### src/rtl/bridge_arbiter.sv
// Round-robin arbiter sharing one downstream bridge target between num_req requesters.
// One transaction in flight; reads wait rd_latency cycles and return data with a valid pulse.
module bridge_arbiter #(
  parameter int num_req    = 4,
  parameter int data_width = 32,
  parameter int addr_width = 32,
  parameter int rd_latency = 2
) (
  input  logic                             clk,
  input  logic                             reset_n,
  input  logic [num_req-1:0]               req_wr,
  input  logic [num_req-1:0]               req_rd,
  input  logic [num_req*addr_width-1:0]    req_addr,
  input  logic [num_req*data_width-1:0]    req_wr_data,
  output logic [num_req-1:0]               req_ack,
  output logic [num_req-1:0]               rsp_valid,
  output logic [data_width-1:0]            rsp_data,
  output logic [addr_width-1:0]            out_addr,
  output logic [data_width-1:0]            out_wr_data,
  output logic                             out_wr,
  output logic                             out_rd,
  input  logic [data_width-1:0]            out_rd_data,
  output logic                             busy
);

  // state | meaning
  // IDLE  | arbitrate among pending requesters each cycle
  // ISSUE | strobe and ack high for the granted requester (one cycle)
  // WAIT  | read in flight, counting down the target latency
  typedef enum logic [1:0] {IDLE, ISSUE, WAIT} state_t;

  localparam int iw = (num_req > 1) ? $clog2(num_req) : 1;
  localparam logic [num_req-1:0] one_hot0 = {{(num_req-1){1'b0}}, 1'b1};

  state_t          state, state_nxt;
  logic [iw-1:0]   last, win;
  logic            any_pend, cur_wr;
  logic [3:0]      cnt;
  logic [num_req-1:0] pend;

  assign pend = req_wr | req_rd;

  // Search starts just after the last grant, so the previous winner has lowest priority.
  always_comb begin
    int j;
    win      = last;
    any_pend = 1'b0;
    for (int k = 1; k <= num_req; k++) begin
      j = int'(last) + k;
      if (j >= num_req) j = j - num_req;
      if (!any_pend && pend[iw'(j)]) begin
        any_pend = 1'b1;
        win      = iw'(j);
      end
    end
  end

  always_ff @(posedge clk or negedge reset_n) begin
    if (!reset_n) state <= IDLE;
    else          state <= state_nxt;
  end

  always_comb begin
    state_nxt = state;
    case (state)
      IDLE:    if (any_pend) state_nxt = ISSUE;
      ISSUE:   state_nxt = cur_wr ? IDLE : WAIT;
      WAIT:    if (cnt == 4'd0) state_nxt = IDLE;
      default: state_nxt = IDLE;
    endcase
  end

  always_comb begin
    req_ack = '0;
    out_wr  = 1'b0;
    out_rd  = 1'b0;
    if (state == ISSUE) begin
      req_ack = one_hot0 << last;
      out_wr  = cur_wr;
      out_rd  = !cur_wr;
    end
    busy = (state != IDLE);
  end

  // Datapath: last doubles as the owner of the transaction in flight.
  always_ff @(posedge clk or negedge reset_n) begin
    if (!reset_n) begin
      last        <= iw'(num_req - 1);
      cur_wr      <= 1'b0;
      cnt         <= 4'd0;
      out_addr    <= '0;
      out_wr_data <= '0;
      rsp_valid   <= '0;
      rsp_data    <= '0;
    end else begin
      rsp_valid <= '0;
      case (state)
        IDLE: if (any_pend) begin
          last        <= win;
          cur_wr      <= req_wr[win];
          out_addr    <= req_addr[int'(win)*addr_width +: addr_width];
          out_wr_data <= req_wr_data[int'(win)*data_width +: data_width];
        end
        ISSUE: if (!cur_wr) cnt <= 4'(rd_latency - 1);
        WAIT: begin
          if (cnt == 4'd0) begin
            rsp_data  <= out_rd_data;
            rsp_valid <= one_hot0 << last;
          end else begin
            cnt <= cnt - 4'd1;
          end
        end
        default: ;
      endcase
    end
  end

endmodule

### config.mk
export PLATFORM = sky130hd
export DESIGN_NAME = bridge_arbiter
export DESIGN_NICKNAME = d
export VERILOG_FILES = /design/src/rtl/bridge_arbiter.sv
export SDC_FILE = /design/constraint.sdc
export NUM_CORES = 1
export LEC_CHECK = 0
export CAP_MARGIN = 5
export CORE_AREA = 5 5 154 156
export CTS_BUF_LIST = sky130_fd_sc_hd__clkbuf_8
export DETAILED_ROUTE_END_ITERATION = 10
export DIE_AREA = 0 0 159 161
export PLACE_DENSITY = 0.79
export SLEW_MARGIN = 0
export SYNTH_ARGS = -nofsm -noshare
export SYNTH_HDL_FRONTEND = slang
export SYNTH_SLANG_ARGS = --single-unit
### constraint.sdc
create_clock -name clk -period 4.25 [get_ports clk]
set_clock_uncertainty 0.15 [all_clocks]
set_input_delay 1.0625 -clock clk [delete_from_list [all_inputs] [get_ports clk]]
set_output_delay 1.0625 -clock clk [all_outputs]
set_load 0.05 [all_outputs]
### Word-level counts from Yosys, hierarchy flattened

Index checks and enable logic that the tools add are counted.

| storage, ports and cells | value |
|---|---|
| flip-flop bits (word level) | 109 |
| output and inout bits | 107 |

| operators by class | value |
|---|---|
| add/sub/neg operators | 9 |
| $lt $le $gt $ge | 9 |
| equal/unequal tests | 6 |
| shift operators | 3 |
| muxes and demuxes | 38 |
| bitwise logic cells | 1 |
| reduce and logical (&&, ||, !) cells | 15 |

Operator list:

| kind | count |
|---|---|
| $shiftx A128 B8 Y32 | 2 |
| $mux W2 | 11 |
| $mux W4 | 5 |
| $lt A2 B4 Y1 const B | 4 |
| $mux W1 | 15 |
| $bmux W1 S2 | 5 |
| $ge A3 B3 Y1 const B | 3 |
| $ne A2 B2 Y1 const B | 4 |
| $pmux W4 S2 | 1 |
| $sub A2 B1 Y2 const B | 4 |
| $add A2 B2 Y3 const B | 2 |
| $pmux W2 S3 | 1 |
| $reduce_and A2 Y1 | 3 |
| $add A2 B3 Y4 const B | 1 |
| $ge A4 B3 Y1 const B | 1 |
| $logic_not A1 Y1 | 4 |
| $logic_not A4 Y1 | 1 |
| $or A4 B4 Y4 | 1 |
| $reduce_bool A2 Y1 | 2 |
| $shl A1 B2 Y4 const A | 1 |
| $sub A4 B1 Y4 const B | 1 |
| $add A2 B1 Y3 const B | 1 |
| $logic_and A1 B1 Y1 | 3 |
| $lt A2 B3 Y1 const B | 1 |
| 4 further kinds | 4 |

### Longest topological paths before layout

Gate-level depths: netlist of the first run.

| depth | value |
|---|---|
| depth after elaboration | 18 |
| depth in mapped cells | 13 |
| mapped depth without buffers | 9 |

### Least setup slack after synthesis of the first run

Ideal clock, no wire load.

| path | value |
|---|---|
| kind | input to register |
| start | input req_rd[1] |
| end | register out_wr_data[13] |
| library setup time | 0.125 ns |
| data arrival time | 3.217 ns |
| setup slack | 0.758 ns |
| stages on the path | 9 |
| buffers on the path | 2 |
| path through | or2_1 > mux4_2 > o21ai_1 > xnor2_1 > clkbuf_1 > buf_2 > mux2i_1 > mux2i_1 > mux2_2 |

| on the way | value |
|---|---|
| longest elaborated chain between the ends | 15 |

Ends and longest elaborated chain:

| element | line | source |
|---|---|---|
| start: declaration | 12 | `input logic [num_req-1:0] req_rd,` |
| $or A4 B4 Y4 (*) | 41 | `assign pend = req_wr \| req_rd;` |
| $bmux W1 S2 | 51 | `if (!any_pend && pend[iw'(j)]) begin` |
| $mux W1 (not written as such) (2 in series) | 51 |  |
| $mux W1 | 51 |  |
| $logic_not A1 Y1 | 51 |  |
| $logic_and A1 B1 Y1 | 51 |  |
| $mux W1 | 51 |  |
| $logic_not A1 Y1 | 51 |  |
| $logic_and A1 B1 Y1 | 51 |  |
| $mux W1 | 51 |  |
| $logic_not A1 Y1 | 51 |  |
| $logic_and A1 B1 Y1 | 51 |  |
| $mux W2 or $mux W1 (tied branches) | 51 |  |
| $shiftx A128 B8 Y32 or $reduce_and A2 Y1 (tied branches) | -- |  |
| end signal: assignment | 102 | `out_wr_data <= req_wr_data[int'(win)*data_width +: data_width];` |
| end: declaration | 19 | `output logic [data_width-1:0] out_wr_data,` |

Mark *: on every way between the ends. The rest lies on a longest branch, timed or not. The select of a mux whose other input is x is not followed.
A chain may end at the register's enable or synchronous reset.

### Worst setup path after layout of the first run

| path | value |
|---|---|
| start | input req_rd[1] |
| end | register out_wr_data[7] |

The elaborated chain is that of the path after synthesis.

==> results of run 1 <==
## sequential cells by signal, summed over array words and instances, names as in the netlist
name and flops:
rsp_data 32, out_wr_data 32, cnt 4, state 2, cur_wr 1, rsp_valid 4, out_addr 32, last 2
## power by group
group	switching, µW	internal (µW)
clock	399	246
sequential	274	1600
combinational	4450	3870
## final cells by class
type	count	area share
Clock inverter	6	0.00598
Inverter	6	0.00199
Tap cell	285	0.0316
Multi-Input combinational cell	364	0.319
Timing Repair Buffer	432	0.388
Clock buffer	10	0.0122
Sequential cell	109	0.242
## metrics by stage
stage	area (µm²)	std cells	power, µW	hold WS (ps)
after floorplan	6490	513	7620	313
after global placement	11100	1196	10200	337
after detailed placement	11100	1196	10300	343
after CTS	11300	1212	11000	369
after global routing	11300	1212	11500	375
final	11300	1212	10800	365
## kinds of logic (layout without fill, tap and decap cells)
kind of cell    after synthesis  in the layout
mux                         296            296
flops                       109            109
simple gates                 41             41
buf+inv                      40            454
compound gates               17             17
fa+ha+maj                     6              6
xor+xnor                      4              4
## worst paths after layout
| check | from | slack [ps] | cells after the start | endpoint |
|---|---|---|---|---|
| hold / removal | out_wr_data[6] | 360 | 1 | out_wr_data[6] |
| min in group asynchronous | reset_n | 540 | 1 | out_wr_data[8] |
| max in group asynchronous | reset_n | 2600 | 2 | out_wr_data[17] |
| setup / recovery | req_rd[1] | 550 | 10 | out_wr_data[7] |
| hold reg to reg | out_wr_data[6] | 360 | 1 | out_wr_data[6] |
| setup reg to reg | last[1] | 650 | 11 | out_wr_data[7] |
## cell usage in the layout, fill, tap and decap left out, drive strengths merged, types with 2 or more instances in the layout
cell type / count
mux4: 4
mux2i: 195
nand2b: 2
and3: 4
and2: 5
nor2b: 3
dfrtp: 107
clkinv: 4
clkbuf: 10
buf: 29
nor3: 3
xnor2: 3
o21ai: 3
mux2: 97
a211oi: 2
ha: 6
or2: 5
nor2: 8
inv: 8
clkdlybuf4s50: 403
a21oi: 6
dfstp: 2
nand2: 7
## per-layer routing
layer	share of wire	global-route usage
met1	0.38	0.190
met2	0.52	0.305
met3	0.084	0.0597
met4	0.014	0.0442
met5	0	0
==> impl_metrics.ini, run 1 <==
[route]
vias = 5631
drtIter0Drc = 161
postRouteAntennaNets = 0
drt_pass1_iterations = 4
wl_per_cell_um = 18.2
viasPerCell = 4.65
drt-total-wl_um = 22100
remaining_drc_errors = 0

[clocking]
h-tree-depth = 3
numClockSinks = 109
holdBufCountCts = 0
postCtsResizedCells = 0
postCtsSetupBuffers = 0
clock_latency_ps = 380
cts_root_buf = clkbuf_8
clockBufferDepth = 2
clk_pin_slew_ps = 110
numCtsBuffers = 9
cts_tree = done

[timing]
tightestPinTransition_ps = 653
grt_setup_unrepaired = no
finalSetupViolCount = 0
finalCriticalPeriod_ps = 3700
worst_slack_ps = 555
report.final.slew_viol_count = 0
final.setup.tns_ps = 0
slew_headroom = 0.564
fin_crit_sh = 0.869
max_freq_mhz = 271
hold_viol = 0

[synth]
synthMuxAreaShare = 0.483
synthAdderAreaFrac = 0.0116
yosys.area.top_type = dfrtp_1
synth_seq_cells = 109
synth.most_common_cell = mux2i_1
synth_common_cells = mux2i_1, dfrtp_1, mux2_2, buf_2, clkbuf_1
synth.distinct_cells = 39
synth_edf_count = 0
synth-main-ff-cell = dfrtp_1
netlist_instances = 513
async_flop_share = 1.00
synth_xor_xnor_area_share = 0.00539
synth_area_um2 = 6490
yosysTopAreaCellShare = 0.412
ys_warn_count = 0
avgSynthCellArea_um2 = 12.7
yosys.area_share.simple = 0.0331
yosysSeqAreaShare = 0.420
synth.area.top_cells = dfrtp_1, mux2i_1, mux2_2
synth-compound-area-share = 0.0171
synth_nets = 817
synth_top_family_by_area = multiplexers

[layout]
seq_area_um2 = 2730
multi_input_area_um2 = 3600
fillers = 1971
area_growth_pct = 73.9
n_antenna_cell = 0
final_layout_size_suffix_gt1_frac = 0.167
utilization = 0.508
finalNetCount = 1226

[outcome]
status = finished, final reports clean

[floorplanning]
die_h_um = 161
die_width_um = 159
io_pins = 405
die_area_um2 = 25600
rows = 55
core_area_um2 = 22200
start_util = 0.292

[setup_path]
crit_arrival_ps = 3820
cp_max_fo = 12
path_buf_inv = 3
worstSetupPathType = in2reg
cp_slowest_cell = mux4_2
end_kind = register
start_kind = input port
cp_top_family = multiplexers
crit_chain = clkdlybuf4s50_1 -> or2_1 -> mux4_2 -> o21ai_1 -> xnor2_2 -> buf_12 -> buf_4 -> mux2i_1 -> mux2i_1 -> mux2_2
crit_top_cell = mux2i_1
slowest_delay_ps = 500
critPathRequiredTime_ps = 4380

[global_routing]
overflow = 0
grt_use_total = 0.169
antenna_found_initial = 0
grt_max_degree = 65
grt_pass1_vias = 6166
grt_pass1_wl_um = 34700

[power_and_ir_drop]
max-vdd-ir-drop_mv = 0.485
p_per_area_nw_per_um2 = 960
p_leak_uw = 0.00500

[placed_design]
hpwlAfterDp_um = 18000
gp_congestion = 0.825
io_buffers = 404
post-place-ws_ps = 167

[flow_run]
cap_violations = 0

[worst_hold_path]
hp-class = reg2reg
Power figures use the tool's default switching activity.
==> run 2, diff against run 1 <==
--- a/config.mk
+++ b/config.mk
@@ -15,3 +15,4 @@
 export SYNTH_ARGS = -nofsm -noshare
 export SYNTH_HDL_FRONTEND = slang
 export SYNTH_SLANG_ARGS = --single-unit
+export TNS_END_PERCENT = 30
==> constraint.sdc (replaced) <==
create_clock -name clk -period 4 [get_ports clk]
set_clock_uncertainty 0.15 [all_clocks]
set_input_delay 1 -clock clk [delete_from_list [all_inputs] [get_ports clk]]
set_output_delay 1 -clock clk [all_outputs]
set_load 0.05 [all_outputs]
==> impl_metrics.ini, run 2 (same netlist as run 1, synthesis figures left out) <==
[outcome]
status = finished, final reports clean

[route]
drtIter0Drc = 216
wl_per_cell_um = 18.3
drt-total-wl_um = 22400
vias = 5681
remaining_drc_errors = 0
drt_pass1_iterations = 4
postRouteAntennaNets = 0
viasPerCell = 4.65

[global_routing]
grt_pass1_vias = 6271
grt_max_degree = 57
grt_pass1_wl_um = 34900
grt_use_total = 0.171
antenna_found_initial = 0
overflow = 0

[power_and_ir_drop]
p_leak_uw = 0.00505
totalPowerFinal_uw = 11700
max-vdd-ir-drop_mv = 0.673
p_per_area_nw_per_um2 = 1030

[flow_run]
cap_violations = 0

[timing]
finalCriticalPeriod_ps = 3600
finalSetupViolCount = 0
fin_crit_sh = 0.901
hold_viol = 0
max_freq_mhz = 277
worst_slack_ps = 396
tightestPinTransition_ps = 751
slew_headroom = 0.499
grt_setup_unrepaired = no
report.final.slew_viol_count = 0

[clocking]
h-tree-depth = 3
clockBufferDepth = 2
clk_pin_slew_ps = 120
cts_tree = done
clock_latency_ps = 380
cts_root_buf = clkbuf_8
postCtsResizedCells = 0
holdBufCountCts = 0
numCtsBuffers = 9
postCtsSetupBuffers = 0
numClockSinks = 109

[worst_hold_path]
hp-class = reg2reg
hold_depth = 1
hold_start = cnt[0]
whs_endpoint = cnt[0]

[layout]
fillers = 1986
final_layout_size_suffix_gt1_frac = 0.175
seq_area_um2 = 2730
n_antenna_cell = 0
top_regs = out_addr (32), out_wr_data (32), rsp_data (32)
final_cell_mix = clkdlybuf4s50_1, mux2i_1, dfrtp_1, mux2_2, buf_4
multi_input_area_um2 = 3600
mostFrequentLayoutCell = clkdlybuf4s50_1
finalNetCount = 1235
area_growth_pct = 75.4

[placed_design]
hpwlAfterDp_um = 18300
gp_congestion = 0.825
io_buffers = 404
post-place-ws_ps = -8.41

[floorplanning]
die_h_um = 161
die_width_um = 159
die_area_um2 = 25600
io_pins = 405
rows = 55
core_area_um2 = 22200
start_util = 0.292

[setup_path]
slowest_delay_ps = 500
rr_worst_depth = 11
crit_arrival_ps = 3740
reg2reg_to = out_addr[3]
end_kind = register
worstSetupPathType = in2reg
cp_slowest_cell = mux4_2
critPathRequiredTime_ps = 4140
start_kind = input port
r2r_setup_slack_ps = 460
crit_chain = clkdlybuf4s50_1 -> or2_1 -> mux4_2 -> o21ai_1 -> xnor2_2 -> buf_12 -> buf_12 -> mux2i_1 -> mux2i_1 -> mux2_2
r2r-start = last[1]
cp_max_fo = 22
## run 2: worst max path at each step
stage,from,end,slack (ps)
floorplan,last[1],out_wr_data[13],550
global placement,req_rd[1],out_addr[28],70
detailed placement,req_rd[1],out_addr[7],-8
CTS,req_rd[1],out_addr[31],430
global route,last[1],out_addr[9],240
finish,req_rd[1],out_addr[3],400
## run 2: where the power goes
group	internal, µW	switching (µW)	total, µW
Combinational	4300	4740	9030
Clock	248	444	692
Sequential	1690	295	1990
Total	6240	5470	11700
## run 2: routing by layer
metal | wire (µm) | track usage | up-vias
met5 | 0 | 0 | -
met4 | 514 | 0.0547 | 0
met3 | 1930 | 0.0630 | 28
met2 | 11500 | 0.306 | 247
met1 | 8420 | 0.188 | 2681
li1 | - | - | 2725
## run 2: metrics by stage
| step | utilization | TNS, ps | hold slack, ps | instances | cell area [µm²] |
|---|---|---|---|---|---|
| 4_1_cts | 0.512 | 0 | 362 | 1221 | 11400 |
| 6_report | 0.512 | 0 | 364 | 1221 | 11400 |
| 2_1_floorplan | - | 0 | 313 | 513 | 6490 |
| 3_5_place_dp | 0.503 | -14.3 | 342 | 1205 | 11200 |
| 5_1_grt | 0.512 | 0 | 386 | 1221 | 11400 |
| 3_3_place_gp | 0.503 | 0 | 337 | 1205 | 11200 |
## run 2: final cells by class
class	count	area share
tap	285	0.0313
clock inverter	7	0.00659
multi-input combinational	364	0.316
inverter	6	0.00198
timing repair buffer	441	0.394
sequential	109	0.240
clock buffer	9	0.0109
## run 2: worst max-delay path: cells and delay by family
| family | cells | cell delay (ps) |
|---|---|---|
| and+or+nand+nor | 1 | 290 |
| AOI/OAI and AO/OA | 1 | 280 |
| muxes | 4 | 1050 |
| xor gates and xnor gates | 1 | 240 |
| buffers and inverters | 3 | 860 |
